[config.mk]
export PLATFORM = sky130hd
export DESIGN_NAME = boxcar_mc_flat
export DESIGN_NICKNAME = d
export VERILOG_FILES = /design/src/rtl/boxcar_mc_if.sv /design/src/rtl/boxcar_mc.sv /design/src/flat_wrapper.sv
export SDC_FILE = /design/constraint.sdc
export NUM_CORES = 2
export LEC_CHECK = 0
export CAP_MARGIN = 20
export CORE_MARGIN = 2
export CORE_UTILIZATION = 57
export CTS_CLUSTER_DIAMETER = 40
export DETAILED_ROUTE_END_ITERATION = 8
export PLACE_DENSITY = 0.72
export SLEW_MARGIN = 10
export SYNTH_ARGS = -nofsm -noshare
export SYNTH_HDL_FRONTEND = slang
export SYNTH_SLANG_ARGS = --single-unit
[constraint.sdc]
create_clock -name i_clk -period 12.2 [get_ports i_clk]
set_input_delay 1.22 -clock i_clk [delete_from_list [all_inputs] [get_ports i_clk]]
set_output_delay 1.22 -clock i_clk [all_outputs]
set_load 0.01 [all_outputs]
[src/rtl/boxcar_mc_if.sv]
// boxcar_mc_if: valid/ready stream carrying a channel index and a data word
interface boxcar_mc_if #(
   parameter int CW = 2,
   parameter int DW = 16
) ();
   logic          valid;
   logic          ready;
   logic [CW-1:0] chan;
   logic [DW-1:0] data;
   modport master (output valid, chan, data, input ready);
   modport slave  (input valid, chan, data, output ready);
endinterface

[src/rtl/boxcar_mc.sv]
// boxcar_mc: multi-channel moving-window sum, two-cycle latency; define BOXCAR_MC_PRIME_EN to suppress results until a channel is primed
module boxcar_mc #(
   parameter int IW    = 16,
   parameter int LGMEM = 6,
   parameter int LGCH  = 2,
   parameter int OW    = IW + LGMEM
) (
   input  logic                   i_clk,
   input  logic                   i_reset_n,
   input  logic                   i_clear,
   input  logic [LGMEM-1:0]       i_navg,
   boxcar_mc_if.slave             s,
   boxcar_mc_if.master            m,
   output logic [(1<<LGCH)-1:0]   o_primed
);
   localparam int NCH   = 1 << LGCH;
   localparam int DEPTH = 1 << LGMEM;
   logic [IW-1:0]    hist [NCH*DEPTH];
   logic [OW-1:0]    sum_q [NCH], sum_d [NCH];
   logic [LGMEM-1:0] wp_q [NCH], wp_d [NCH];
   logic [LGMEM-1:0] fill_q [NCH], fill_d [NCH];
   logic [NCH-1:0]   primed_q, primed_d;
   logic             p1_valid_q, p1_valid_d;
   logic [LGCH-1:0]  p1_chan_q, p1_chan_d;
   logic [IW-1:0]    p1_data_q, p1_data_d;
   logic             m_valid_q, m_valid_d;
   logic [LGCH-1:0]  m_chan_q, m_chan_d;
   logic [OW-1:0]    m_data_q, m_data_d;
   logic             rdy_q;
   logic             stall, accept, prime_new, emit;
   logic [LGMEM-1:0] n, rd_ptr, fill_new;
   logic [IW-1:0]    old;
   logic [OW-1:0]    sum_new;
   assign stall    = m_valid_q && !m.ready;
   assign s.ready  = rdy_q && !stall && !i_clear;
   assign accept   = s.valid && s.ready;
   assign m.valid  = m_valid_q;
   assign m.chan   = m_chan_q;
   assign m.data   = m_data_q;
   assign o_primed = primed_q;
   // stage-1 arithmetic: drop the sample leaving the window once the channel holds N samples
   always_comb begin
      n         = (i_navg == '0) ? LGMEM'(1) : i_navg;
      rd_ptr    = wp_q[p1_chan_q] - n;
      old       = (fill_q[p1_chan_q] >= n) ? hist[{p1_chan_q, rd_ptr}] : '0;
      sum_new   = sum_q[p1_chan_q] + OW'(p1_data_q) - OW'(old);
      fill_new  = (fill_q[p1_chan_q] == '1) ? fill_q[p1_chan_q] : fill_q[p1_chan_q] + LGMEM'(1);
      prime_new = fill_new >= n;
`ifdef BOXCAR_MC_PRIME_EN
      emit      = p1_valid_q && prime_new;
`else
      emit      = p1_valid_q;
`endif
   end
   // next state: clear flushes everything, a stall freezes everything, otherwise advance one stage
   always_comb begin
      sum_d      = sum_q;
      wp_d       = wp_q;
      fill_d     = fill_q;
      primed_d   = primed_q;
      p1_valid_d = p1_valid_q;
      p1_chan_d  = p1_chan_q;
      p1_data_d  = p1_data_q;
      m_valid_d  = m_valid_q;
      m_chan_d   = m_chan_q;
      m_data_d   = m_data_q;
      if (i_clear) begin
         for (int c = 0; c < NCH; c++) begin
            sum_d[c]  = '0;
            wp_d[c]   = '0;
            fill_d[c] = '0;
         end
         primed_d   = '0;
         p1_valid_d = 1'b0;
         m_valid_d  = 1'b0;
      end else if (!stall) begin
         p1_valid_d = accept;
         p1_chan_d  = accept ? s.chan : p1_chan_q;
         p1_data_d  = accept ? s.data : p1_data_q;
         m_valid_d  = emit;
         m_chan_d   = emit ? p1_chan_q : m_chan_q;
         m_data_d   = emit ? sum_new : m_data_q;
         if (p1_valid_q) begin
            sum_d[p1_chan_q]    = sum_new;
            wp_d[p1_chan_q]     = wp_q[p1_chan_q] + LGMEM'(1);
            fill_d[p1_chan_q]   = fill_new;
            primed_d[p1_chan_q] = prime_new;
         end
      end
   end
   // sample history, written as the beat leaves stage 1; contents never need a reset
   always_ff @(posedge i_clk) begin
      if (p1_valid_q && !stall && !i_clear)
         hist[{p1_chan_q, wp_q[p1_chan_q]}] <= p1_data_q;
   end
   // state registers with asynchronous flush
   always_ff @(posedge i_clk or negedge i_reset_n) begin
      if (!i_reset_n) begin
         sum_q      <= '{default: '0};
         wp_q       <= '{default: '0};
         fill_q     <= '{default: '0};
         primed_q   <= '0;
         p1_valid_q <= 1'b0;
         p1_chan_q  <= '0;
         p1_data_q  <= '0;
         m_valid_q  <= 1'b0;
         m_chan_q   <= '0;
         m_data_q   <= '0;
         rdy_q      <= 1'b0;
      end else begin
         sum_q      <= sum_d;
         wp_q       <= wp_d;
         fill_q     <= fill_d;
         primed_q   <= primed_d;
         p1_valid_q <= p1_valid_d;
         p1_chan_q  <= p1_chan_d;
         p1_data_q  <= p1_data_d;
         m_valid_q  <= m_valid_d;
         m_chan_q   <= m_chan_d;
         m_data_q   <= m_data_d;
         rdy_q      <= 1'b1;
      end
   end
endmodule

[src/flat_wrapper.sv]
// flat-port wrapper written by rule: the top's interface ports become plain ports
module boxcar_mc_flat 
#(
   parameter int IW    = 16,
   parameter int LGMEM = 6,
   parameter int LGCH  = 2,
   parameter int OW    = IW + LGMEM
)
  (i_clk, i_reset_n, i_clear, i_navg, o_primed, s_valid, s_chan, s_data, s_ready, m_valid, m_chan, m_data, m_ready);
  boxcar_mc_if #(.CW(LGCH), .DW(IW)) s_i ();
  boxcar_mc_if #(.CW(LGCH), .DW(OW)) m_i ();
  input  logic i_clk;
  input  logic i_reset_n;
  input  logic i_clear;
  input  logic [LGMEM-1:0] i_navg;
  output logic [(1<<LGCH)-1:0] o_primed;
  input wire logic [$bits(s_i.valid)-1:0] s_valid;
  input wire logic [$bits(s_i.chan)-1:0] s_chan;
  input wire logic [$bits(s_i.data)-1:0] s_data;
  output wire logic [$bits(s_i.ready)-1:0] s_ready;
  output wire logic [$bits(m_i.valid)-1:0] m_valid;
  output wire logic [$bits(m_i.chan)-1:0] m_chan;
  output wire logic [$bits(m_i.data)-1:0] m_data;
  input wire logic [$bits(m_i.ready)-1:0] m_ready;
  assign s_i.valid = s_valid;
  assign s_i.chan = s_chan;
  assign s_i.data = s_data;
  assign s_ready = s_i.ready;
  assign m_valid = m_i.valid;
  assign m_chan = m_i.chan;
  assign m_data = m_i.data;
  assign m_i.ready = m_ready;
  boxcar_mc #(.IW(IW), .LGMEM(LGMEM), .LGCH(LGCH), .OW(OW)) u_core (.i_clk(i_clk), .i_reset_n(i_reset_n), .i_clear(i_clear), .i_navg(i_navg), .s(s_i), .m(m_i), .o_primed(o_primed));
endmodule
==> results.toml <==
[synthesis]
syn_nets = 7900
avgSynthCellArea_um2 = 21.48
yosys_warnings = 0
yosysUniqueCellTypes = 65
synth_area_um2 = 167800
synth.top_cell.area_share = 0.7330
syn_inst = 7810
async_flop_share = 0.04321
yosys_register_bits = 4281
synth_area_leaders = "edfxtp_1, mux4_2, dfrtp_1"
yosysSeqAreaShare = 0.7606
synth_edf_count = 4096
ys.flop_type = "edfxtp_1"
yosysTopAreaCell = "edfxtp_1"

[grt]
grt_overflow = 0
grtUsageTotal = 0.2969
first_global_vias = 84850
grt_pass1_wl_um = 629400
antenna_found_initial = 25
grt_max_degree = 237

[clock_tree]
htree_levels = 5
cts_tree = "built"
worstSkewPairLatency_ns = 1.01
cts.path.max_buffers = 4
cts_sinks = 4281
hold_buffers = 0
cts_root_buffer = "clkbuf_16"
clk_pin_slew_ns = 0.06
ctsResizeCount = 0
cts_buffers = 477
postCtsSetupBuffers = 0

[routing]
vias_per_cell = 6.800
routed_wl_um = 443900
dr.pass1.iters = 8
final_antenna_net_count = 0
wl_per_cell_um = 35.07
drc_errors = 0
dr.first_iter.drc_count = 13250
vias = 86080

[worst_setup_path]
reg2regPathDepth = 26
cp_num_buf_inv = 7
crit-reg2reg-launch = "u_core.p1_chan_q[1]"
crit_family = "adder cells"
cp.depth = 26
critPathArrivalTime_ns = 10.60
endpoint_kind = "register"
critPathLaunch = "u_core.p1_chan_q[1]"
cp_slowest_cell = "fa_4"
critical_path_required_ns = 13.13
worstSetupPathType = "reg2reg"
cpPeakStageDelay_ns = 1.17
cp_max_fo = 41
critPathLaunchType = "register"

[layout]
drive_above_1_share = 0.2924
fillers = 18530
fin_nets = 8400
area_growth_pct = 14.21

[timing]
maxSlewHeadroom = 0.07939
max_freq_mhz = 103.4
slew_viol_final = 0
period_share = 0.7925
worst_pin_slew_ns = 1.381
setup_viol = 0
rsz0062_at_grt = "no"
hold_viol = 0
layout_setup_ws_ns = 2.532
final.setup.tns_ns = 0
post-route-min-period_ns = 9.668
clock-skew-final_ns = 0.09589

[floorplan]
die_w_um = 546.6
die_h_um = 546.6
num_rows = 199
initial_utilization = 0.5721
pin_count = 59
dieArea_um2 = 298700
core-area_um2 = 293300

[placed_design]
port_buffers = 58
post-place-ws_ns = 1.775
gp_congestion = 0.8949
place_hpwl_um = 247800

[pwr]
pwr_density_cell_nw_per_um2 = 190.0
irDropWorstVdd_v = 0.0001392
leakagePower_nw = 61.62

[status]
outcome = "completed"

[hold_path]
hold_class = "in2async"

[flow_run]
max-cap-violations = 0
[layer usage]
metal	part of all wire	GRT usage	up-vias
li1	-	-	33490
met1	0.36	0.4196	45450
met2	0.47	0.4520	6182
met3	0.12	0.07427	952
met4	0.043	0.1177	12
met5	0.00036	0.002374	-
[where the power goes]
group | switching, mW | total, mW | internal [mW] | leakage, nW
Sequential | 0.219 | 17.1 | 16.9 | 39.4
Clock | 6.08 | 14.5 | 8.42 | 7.74
Combinational | 3.21 | 4.82 | 1.62 | 14.5
[stage by stage]
step / area (um^2) / instances / hold slack, ns / util / total power [mW]
after detailed placement: 175100 / 11740 / 0.4735 / 0.5970 / 22.11
after floorplan: 167800 / 7810 / 0.4704 / - / 20.21
after CTS: 191300 / 12630 / 0.3356 / 0.6522 / 36.43
after global routing: 191600 / 12640 / 0.4134 / 0.6532 / 37.26
after global placement: 175100 / 11730 / 0.4584 / 0.5969 / 21.99
final: 191600 / 12660 / 0.3272 / 0.6533 / 36.41
[synthesized netlist by cell type (19+ instances only)]
library cell and n:
nand2_1 551, dfrtp_1 185, nor3_1 38, buf_2 111, a32oi_1 54, mux2_2 19, mux4_2 1235, a211oi_1 33
and3_1 28, ha_1 44, clkbuf_1 199, inv_1 89, o21ai_0 33, nor2_1 366, a21oi_1 141, nand3_1 100
mux2i_1 98, buf_1 46, edfxtp_1 4096, a21o_1 24, buf_4 89
[logic make-up (layout without fill, tap and decap cells)]
kind of cell / Yosys count / after routing / share of synthesized area
AND/OR/NAND/NOR: 1150 / 1150 / 0.02822
XOR/XNOR: 28 / 28 / 0.001663
other: 1 / 18 / 0.00002235
adder cells (fa/ha/maj): 61 / 61 / 0.005309
multiplexers: 1352 / 1352 / 0.1729
AO/OA/AOI/OAI: 397 / 397 / 0.01608
buffers and inverters: 540 / 1452 / 0.01517
flip-flops: 4281 / 4281 / 0.7606
[cell type report]
type,instances,area (um^2),area share
tap,3919,4903,0.02559
inverter,89,334.1,0.001743
clock inverter,346,3879,0.02024
timing repair buffer,472,4484,0.02340
antenna,17,42.54,0.0002220
clock buffer,545,12310,0.06422
multi-input combinational,2989,37990,0.1982
sequential,4281,127700,0.6663
[path summary, 6_finish.rpt]
kind                                  endpoint  slack [ns]
setup / recovery              u_core.sum_q[85]        2.53
hold / removal                u_core.m.data[4]        0.33
setup reg to reg              u_core.sum_q[85]        2.53
hold reg to reg               u_core.m.chan[1]        0.49
max in group asynchronous  u_core.p1_data_q[7]       10.63
min in group i_clk            u_core.m.chan[1]        0.49
[sequential cells by signal, summed over array words and instances, names as in the netlist]
register / cells
u_core.emit: 1
u_core.fill_q: 24
u_core.hist: 4096
u_core.m.chan: 2
u_core.m.data: 22
u_core.m.valid: 1
u_core.o_primed: 4
u_core.p1_chan_q: 2
u_core.p1_data_q: 16
u_core.rdy_q: 1
u_core.sum_q: 88
u_core.wp_q: 24
[cells in the final DEF (no fill, tap or decap), types with 19 or more instances in the layout]
master and n:
clkinv_2 64, bufinv_16 50, mux2i_1 98, a21oi_1 140, clkinv_1 61, nand3_1 84
inv_6 45, a32oi_1 54, clkinv_4 43, mux2_2 19, a211oi_1 33, mux4_2 1235
nor2_2 35, dfrtp_1 167, o21ai_0 33, buf_12 52, nor2_1 323, edfxtp_1 4096
nor3_1 38, clkdlybuf4s50_1 56, a21o_1 24, ha_1 43, nand2_1 551, inv_1 89
clkbuf_1 61, clkinvlp_4 52, buf_4 352, and3_1 28, clkbuf_16 481
No activity file was read; power rests on OpenSTA's default activity.
